File: src/rtl/seg_display_scanner.sv
// Four-digit multiplexed seven-segment scanner.
// Holds a 16-bit value written by the CPU and lights one digit at a time,
// DIV clock cycles per digit, with optional leading-zero blanking.
// Segments and anodes are both active-low and registered.
module seg_display_scanner #(
    parameter int DIV = 50000
) (
    input  logic        clk,
    input  logic        rst,
    input  logic        load,
    input  logic [15:0] data_in,
    input  logic        sel,
    output logic [6:0]  out,
    output logic [3:0]  decoderout
);

    localparam int CW = (DIV > 2) ? $clog2(DIV) : 1;
    localparam logic [CW-1:0] CNT_LAST = CW'(DIV - 1);

    logic [CW-1:0] cnt_reg;
    logic [1:0]    idx_reg;
    logic [15:0]   disp_reg;

    logic [6:0]    digit_seg [4];
    logic [3:0]    digit_blank;
    logic [6:0]    seg_next;
    logic [3:0]    an_next;

    // Active-low segment pattern {g,f,e,d,c,b,a} for one hex nibble.
    function automatic logic [6:0] hex_to_seg(input logic [3:0] nib);
        logic [6:0] seg;
        case (nib)
            4'h0: seg = 7'h40;
            4'h1: seg = 7'h79;
            4'h2: seg = 7'h24;
            4'h3: seg = 7'h30;
            4'h4: seg = 7'h19;
            4'h5: seg = 7'h12;
            4'h6: seg = 7'h02;
            4'h7: seg = 7'h78;
            4'h8: seg = 7'h00;
            4'h9: seg = 7'h10;
            4'hA: seg = 7'h08;
            4'hB: seg = 7'h03;
            4'hC: seg = 7'h46;
            4'hD: seg = 7'h21;
            4'hE: seg = 7'h06;
            default: seg = 7'h0E;
        endcase
        return seg;
    endfunction

    // Per-digit decode and blanking. A digit above zero is blank when it and
    // every more significant nibble are zero; digit 0 always shows.
    genvar gi;
    generate
        for (gi = 0; gi < 4; gi++) begin : g_digit
            assign digit_seg[gi] = hex_to_seg(disp_reg[4*gi +: 4]);
            if (gi == 0) begin : g_first
                assign digit_blank[gi] = 1'b0;
            end else begin : g_upper
                assign digit_blank[gi] = sel && (disp_reg[15:4*gi] == '0);
            end
        end
    endgenerate

    // Select the currently scanned digit from the pre-edge index.
    always_comb begin
        seg_next = digit_blank[idx_reg] ? 7'h7F : digit_seg[idx_reg];
        an_next  = ~(4'b0001 << idx_reg);
    end

    // Display value capture, prescaler, digit index and registered pins.
    always_ff @(posedge clk or negedge rst) begin
        if (!rst) begin
            cnt_reg    <= '0;
            idx_reg    <= 2'd0;
            disp_reg   <= 16'h0000;
            out        <= 7'h7F;
            decoderout <= 4'hF;
        end else begin
            if (load) begin
                disp_reg <= data_in;
            end
            if (cnt_reg == CNT_LAST) begin
                cnt_reg <= '0;
                idx_reg <= idx_reg + 2'd1;
            end else begin
                cnt_reg <= cnt_reg + CW'(1);
            end
            out        <= seg_next;
            decoderout <= an_next;
        end
    end

endmodule

File: config.mk
export PLATFORM = sky130hd
export DESIGN_NAME = seg_display_scanner
export DESIGN_NICKNAME = d
export VERILOG_FILES = /design/src/rtl/seg_display_scanner.sv
export SDC_FILE = /design/constraint.sdc
export NUM_CORES = 1
export LEC_CHECK = 0
export ABC_AREA = 1
export CAP_MARGIN = 20
export CELL_PAD_IN_SITES_DETAIL_PLACEMENT = 1
export CELL_PAD_IN_SITES_GLOBAL_PLACEMENT = 1
export CORE_MARGIN = 3
export CORE_UTILIZATION = 42
export CTS_CLUSTER_SIZE = 20
export DETAILED_ROUTE_END_ITERATION = 10
export GPL_ROUTABILITY_DRIVEN = 0
export PLACE_DENSITY = 0.9
export SETUP_SLACK_MARGIN = 0.02
export SKIP_LAST_GASP = 1
export SLEW_MARGIN = 20
export SYNTH_ARGS = -nofsm -noshare
export SYNTH_HDL_FRONTEND = slang
export SYNTH_SLANG_ARGS = --single-unit
File: constraint.sdc
create_clock -name clk -period 1.51 [get_ports clk]
set_input_delay 0.302 -clock clk [delete_from_list [all_inputs] [get_ports clk]]
set_output_delay 0.302 -clock clk [all_outputs]
set_load 0.005 [all_outputs]
==> impl_metrics.yaml, run 1 <==
synth:
  ys_seq_area_share_pct: 35.7
  synth.avg_cell_area_sq_um: 7.23
  ys_seq_elements: 45
  synth_top_family_by_area: "simple AND/OR/NAND/NOR gates"
  syn_nets: 491
  synth_mux_area_share_pct: 0
  synth_compound_area_share_pct: 8.79
  synthAdderAreaFrac_pct: 11.8
  synth_cells: 441
  synth_cell_types: 31
  yosys_warnings: 0
  syn_area_sq_um: 3190
  synth_xor_area_share_pct: 1.65
  yosys.area_share.simple_pct: 32.8
place:
  placed_cells: 569
  port_buffers: 30
  dp_slack_ns: 0.0462
  hpwlAfterDp_mm: 6.44
  dpl_cell_area_sq_um: 3630
floorplan:
  rows: 31
  core_area_sq_um: 7290
  start_util_pct: 43.7
  fp.dieH_um: 93.1
  io-pin-count: 31
  die-area_sq_um: 8680
  fp.dieW_um: 93.1
setup_path:
  slowest_stage: "dfrtp_1"
  crit_type: "reg -> reg"
  worstPathRequired_ns: 1.75
  cpMostUsedCell: "nand2_1"
  endpoint_kind: "flop"
  path_cells: "inv_2 -> ha_1 -> inv_1 -> nand2_1 -> nand2_1 -> nand2_1 -> a21oi_1 -> nor2_1 -> nand2_1"
  max_stage_delay_ns: 0.40
  critPathMaxFanout: 5
  cp_data_arrival_time_ns: 1.67
  startpoint_type: "flop"
routing:
  drt-wirelength-per-cell_um: 14.6
  via_per_inst: 5.00
  first_pass_iters: 4
  postRouteAntennaNets: 0
  drtIter0Drc: 90
  remaining_drc_errors: 0
  finalWirelength_mm: 8.54
  via_count: 2913
grt:
  grt_max_degree: 33
  grt_antenna_before_repair: 0
  grtUsageTotal_pct: 20.8
  grt_pass1_wl_mm: 14.6
  grt_pass1_vias: 3112
  gr-total-overflow: 0
sta:
  relSlewSlack_pct: 61.0
  post-route-period-util_pct: 95.0
  setup-tns-final_ns: 0
  worst_slack_ns: 0.0761
  rsz0062_at_grt: "yes"
  whs_ns: -0.0160
  fmax_ghz: 0.697
  hold_viol: 11
  skew_ns: 0.0141
  drv_slew: 0
  min_period_ns: 1.43
  tightestPinTransition_ns: 0.586
  finalSetupViolations: 0
clock_tree:
  cts_tree: "yes"
  htreeDepth: 2
  cts.clk_slew.worst_paths_ns: 0.09
  tritoncts.num_buffers: 5
  clk_latency_ns: 0.30
  cts_root_buf: "clkbuf_8"
  clock-sinks: 45
  clk_path_buf_depth: 2
cells_and_area:
  syn2layout_area_growth_pct: 19.9
  drive_above_1_share_pct: 16.9
  final_core_util_pct: 52.4
  finalNonFillerCells: 583
  antennaDiodeCount: 0
  num-nets-final: 533
  final_area_sq_um: 3820
  fillers: 956
status:
  failed_checks: "negative hold slack"
  status: "finished with violations"
power:
  powerDensity_nw_per_um2: 771
  ir_drop_v: 0.000502
  power.leakage_nw: 1.96
  finalPower_mw: 2.95
run:
  maxCapViolCount: 0
hold_path:
  hold_class: "in -> async"
-- logic make-up after synthesis --
kind of cell | after synthesis
compound gates | 52
buf+inv | 63
xor+xnor | 6
flops | 45
simple gates | 245
fa+ha+maj | 30
-- power breakdown --
part / internal, mW / total [mW] / switching, mW
clock network: 0.492 / 0.928 / 0.436
logic: 0.274 / 0.641 / 0.367
registers: 1.29 / 1.38 / 0.0837
total: 2.06 / 2.95 / 0.886
-- cells in the mapped netlist --
cell,count,area (sq um)
clkbuf_2,1,5.00
a21oi_1,11,55.1
nand4_1,3,18.8
nand2_1,141,529
nor2_1,44,165
nor2_2,3,18.8
buf_4,1,7.51
xor2_1,6,52.6
inv_1,41,154
clkinv_4,1,8.76
inv_2,7,26.3
o21ai_1,2,10.0
nor2_4,1,11.3
nand2_2,9,56.3
a31oi_1,2,12.5
o211ai_1,2,15.0
ha_1,30,375
dfstp_2,11,289
buf_6,5,56.3
nand3_2,2,20.0
clkbuf_1,3,11.3
nor3_2,1,10.0
o21ai_0,30,150
buf_2,2,10.0
inv_6,1,8.76
nor3_1,2,10.0
inv_4,1,6.26
dfrtp_1,34,851
nand3_1,38,190
o21bai_1,5,37.5
nand3_4,1,17.5
-- layer usage --
metal | routed length (um) | track usage [%] | vias to the layer above
li1 | - | - | 1468
met1 | 3770 | 25.8 | 1398
met2 | 4510 | 38.5 | 40
met3 | 194 | 2.49 | 7
met4 | 65 | 4.76 | 0
met5 | 0 | 0 | -
-- critical path: cells and delay by family, from the launching register on --
family,cells,cell delay [ns]
adder cells (fa/ha/maj),1,0.26
AO/OA/AOI/OAI,1,0.20
buffers and inverters,2,0.19
flip-flops,1,0.40
AND/OR/NAND/NOR,5,0.32
-- layout make-up --
type / count / area [sq um] / area share (%)
Tap cell: 99 / 124 / 3.24
Clock inverter: 2 / 35.0 / 0.916
Timing Repair Buffer: 47 / 434 / 11.4
Multi-Input combinational cell: 333 / 1810 / 47.3
Sequential cell: 45 / 1140 / 29.9
Clock buffer: 6 / 72.6 / 1.90
Inverter: 51 / 206 / 5.40
-- layout by cell type, fill, tap and decap left out, drive strengths merged --
master,n
o211ai,2
nand4,3
clkinv,2
a31oi,2
o21ai,32
bufinv,1
o21bai,5
dfstp,11
buf,18
clkdlybuf4s50,18
a21oi,11
dfrtp,34
ha,30
inv,50
clkbuf,6
nor3,3
dlygate4sd2,11
nor2,48
xor2,6
nand2,150
nand3,41
-- worst paths after layout --
path,start,endpoint,slack [ns],cells after the start
worst max register to register,disp_reg[13]$_DFFE_PN0P_,out[3]$_DFF_PN1_,0.08,9
max in group asynchronous,rst,disp_reg[10]$_DFFE_PN0P_,0.98,2
worst min-delay path,rst,cnt_reg[5]$_DFF_PN0_,-0.02,1
worst min register to register,cnt_reg[5]$_DFF_PN0_,cnt_reg[5]$_DFF_PN0_,0.55,1
min in group clk,cnt_reg[5]$_DFF_PN0_,cnt_reg[5]$_DFF_PN0_,0.55,1
worst max-delay path,disp_reg[13]$_DFFE_PN0P_,out[3]$_DFF_PN1_,0.08,9
-- repair_timing --
item                                    in CTS  in global routing
hold buffers                                 0                  0
resized for setup                           12                 23
cloned                                       0                  0
pin swaps                                    0                  4
endpoints found under the setup margin      13                 20
setup buffers                                1                  5
No activity file was read; power rests on OpenSTA's default activity.
==> inputs of run 2 (changes only) <==
--- a/config.mk
+++ b/config.mk
@@ -15,7 +15,7 @@
 export DETAILED_ROUTE_END_ITERATION = 10
 export GPL_ROUTABILITY_DRIVEN = 0
 export PLACE_DENSITY = 0.9
-export SETUP_SLACK_MARGIN = 0.02
+export SETUP_SLACK_MARGIN = 0.1
 export SKIP_LAST_GASP = 1
 export SLEW_MARGIN = 20
 export SYNTH_ARGS = -nofsm -noshare
==> run 2 against run 1 <==
The run still ends with negative hold slack left. Clock skew about the same. Global-route usage increased by 0.085 points. Wire length increased by 3.9%. Clock power about the same. Combinational power increased by 5.1%. Non-clock buffer count increased by 5.
==> impl_metrics.yaml, run 2 (same netlist as run 1, synthesis figures left out) <==
floorplan:
  start_util_pct: 43.7
  fp.dieW_um: 93.1
  core_area_sq_um: 7290
  io-pin-count: 31
  fp.dieH_um: 93.1
  die-area_sq_um: 8680
  rows: 31
cells_and_area:
  syn2layout_area_growth_pct: 23.5
  fillers: 953
  final_core_util_pct: 54.0
  finalNonFillerCells: 588
  regArea_sq_um: 1150
  layout_common_cells: "nand2_1, nand3_1, nor2_1"
  multi_input_area_sq_um: 1860
  antennaDiodeCount: 0
  drive_above_1_share_pct: 21.3
  final_common_cell: "nand2_1"
  num-nets-final: 538
routing:
  finalWirelength_mm: 8.87
  via_per_inst: 5.09
  postRouteAntennaNets: 0
  drtIter0Drc: 114
  drt-wirelength-per-cell_um: 15.1
  first_pass_iters: 4
  via_count: 2992
  remaining_drc_errors: 0
clock_tree:
  clk_path_buf_depth: 2
  cts_tree: "yes"
  clk_latency_ns: 0.30
  cts_root_buf: "clkbuf_8"
  htreeDepth: 2
  clock-sinks: 45
  cts.clk_slew.worst_paths_ns: 0.09
  tritoncts.num_buffers: 5
status:
  status: "finished with violations"
  failed_checks: "negative hold slack"
sta:
  post-route-period-util_pct: 93.9
  drv_slew: 0
  skew_ns: 0.0144
  finalSetupViolations: 0
  tightestPinTransition_ns: 0.581
  relSlewSlack_pct: 61.2
  fmax_ghz: 0.705
  min_period_ns: 1.42
  hold_viol: 11
  setup-tns-final_ns: 0
  whs_ns: -0.0186
  rsz0062_at_grt: "yes"
setup_path:
  ff2ff_path_depth: 8
  r2r_end: "out[3]$_DFF_PN1_"
  r2r_start: "disp_reg[13]$_DFFE_PN0P_"
  critPathMaxFanout: 6
  worstPathRequired_ns: 1.75
  cp-startpoint: "disp_reg[13]$_DFFE_PN0P_"
  crit_type: "reg -> reg"
  startpoint_type: "flop"
  cp_data_arrival_time_ns: 1.66
  endpoint_kind: "flop"
  r2r_slack_ns: 0.09
grt:
  use_met3_pct: 2.41
  gr-total-overflow: 0
  grtUsageTotal_pct: 20.9
  grt_pass1_vias: 3138
  grt_busiest_layer: "met2"
  grt_antenna_before_repair: 0
  grt_max_degree: 33
  grt_use_met1_pct: 25.8
  grt.met2_usage_pct: 38.8
  grt_pass1_wl_mm: 14.6
place:
  hpwlAfterDp_mm: 6.44
  port_buffers: 30
  placed_cells: 569
power:
  powerDensity_nw_per_um2: 756
  ir_drop_v: 0.000342
  finalPower_mw: 2.98
  power.leakage_nw: 2.02
hold_path:
  hold_class: "in -> async"
run:
  maxCapViolCount: 0
-- run 2: cell count changes in the layout (fill, tap and decap cells not counted), sizes merged --
| cell | before | now |
|---|---|---|
| clkinv | 2 | 1 |
| buf | 18 | 23 |
| inv | 50 | 51 |
-- run 2: report_power, final --
| group | internal, mW | switching (mW) | leakage [nW] |
|---|---|---|---|
| combinational | 0.291 | 0.383 | 1.43 |
| clock | 0.492 | 0.433 | 0.0552 |
| sequential | 1.30 | 0.0850 | 0.540 |
| total | 2.08 | 0.901 | 2.02 |
-- run 2: cell type report --
type                       instances  area share [%]
multi-input combinational        333            47.3
sequential                        45            29.1
timing repair buffer              52            12.3
inverter                          51            5.43
tap                               99            3.14
clock buffer                       6            1.84
clock inverter                     2           0.889
-- run 2: worst max-delay path by stage --
stage	endpoint	slack [ns]	cells past startpoint
3_5_place_dp	idx_reg[1]$_DFFE_PN0N_	0.05	9
4_1_cts	out[2]$_DFF_PN1_	0.10	9
5_1_grt	out[3]$_DFF_PN1_	0.009	8
3_3_place_gp	out[3]$_DFF_PN1_	0.11	10
2_1_floorplan	out[0]$_DFF_PN1_	0.21	10
6_report	out[3]$_DFF_PN1_	0.09	8
-- run 2: stage by stage --
stage | hold WS, ns | worst slack (ns) | area [sq um]
after floorplan | 0.00641 | 0.211 | 3190
after global placement | 0.324 | 0.112 | 3630
after detailed placement | 0.336 | 0.0462 | 3630
after CTS | 0.00534 | 0.102 | 3760
after global routing | 0.0256 | 0.00863 | 3940
final | -0.0186 | 0.0925 | 3940
-- run 2: layer usage --
metal  wire (um)  share of wire, %
met4          60              0.68
met5           0                 0
met1        3830                43
met2        4740                53
met3         239               2.7
-- run 2: what timing repair did --
item,CTS,global route
setup endpoints to repair,29,21
endpoints found under the hold margin,0,0
hold buffers,0,0
resized for setup,25,34
setup buffers,3,8
pin swaps,2,12
-- run 2: worst max-delay path, cell delays in order, from the launching register on --
cell and delay [ns]:
dfrtp_1 0.40, inv_2 0.11, ha_1 0.22, nand2_1 0.11, nor2_2 0.16, nand3_4 0.13
nand2_1 0.10, nor2_1 0.05, nand2_1 0.07
==> inputs of run 3 (changes only) <==
--- a/config.mk
+++ b/config.mk
@@ -13,7 +13,6 @@
 export CORE_UTILIZATION = 42
 export CTS_CLUSTER_SIZE = 20
 export DETAILED_ROUTE_END_ITERATION = 10
-export GPL_ROUTABILITY_DRIVEN = 0
 export PLACE_DENSITY = 0.9
 export SETUP_SLACK_MARGIN = 0.1
 export SKIP_LAST_GASP = 1
==> results of run 3 <==
Final layout, timing and power as in run 2 (identical DEF).
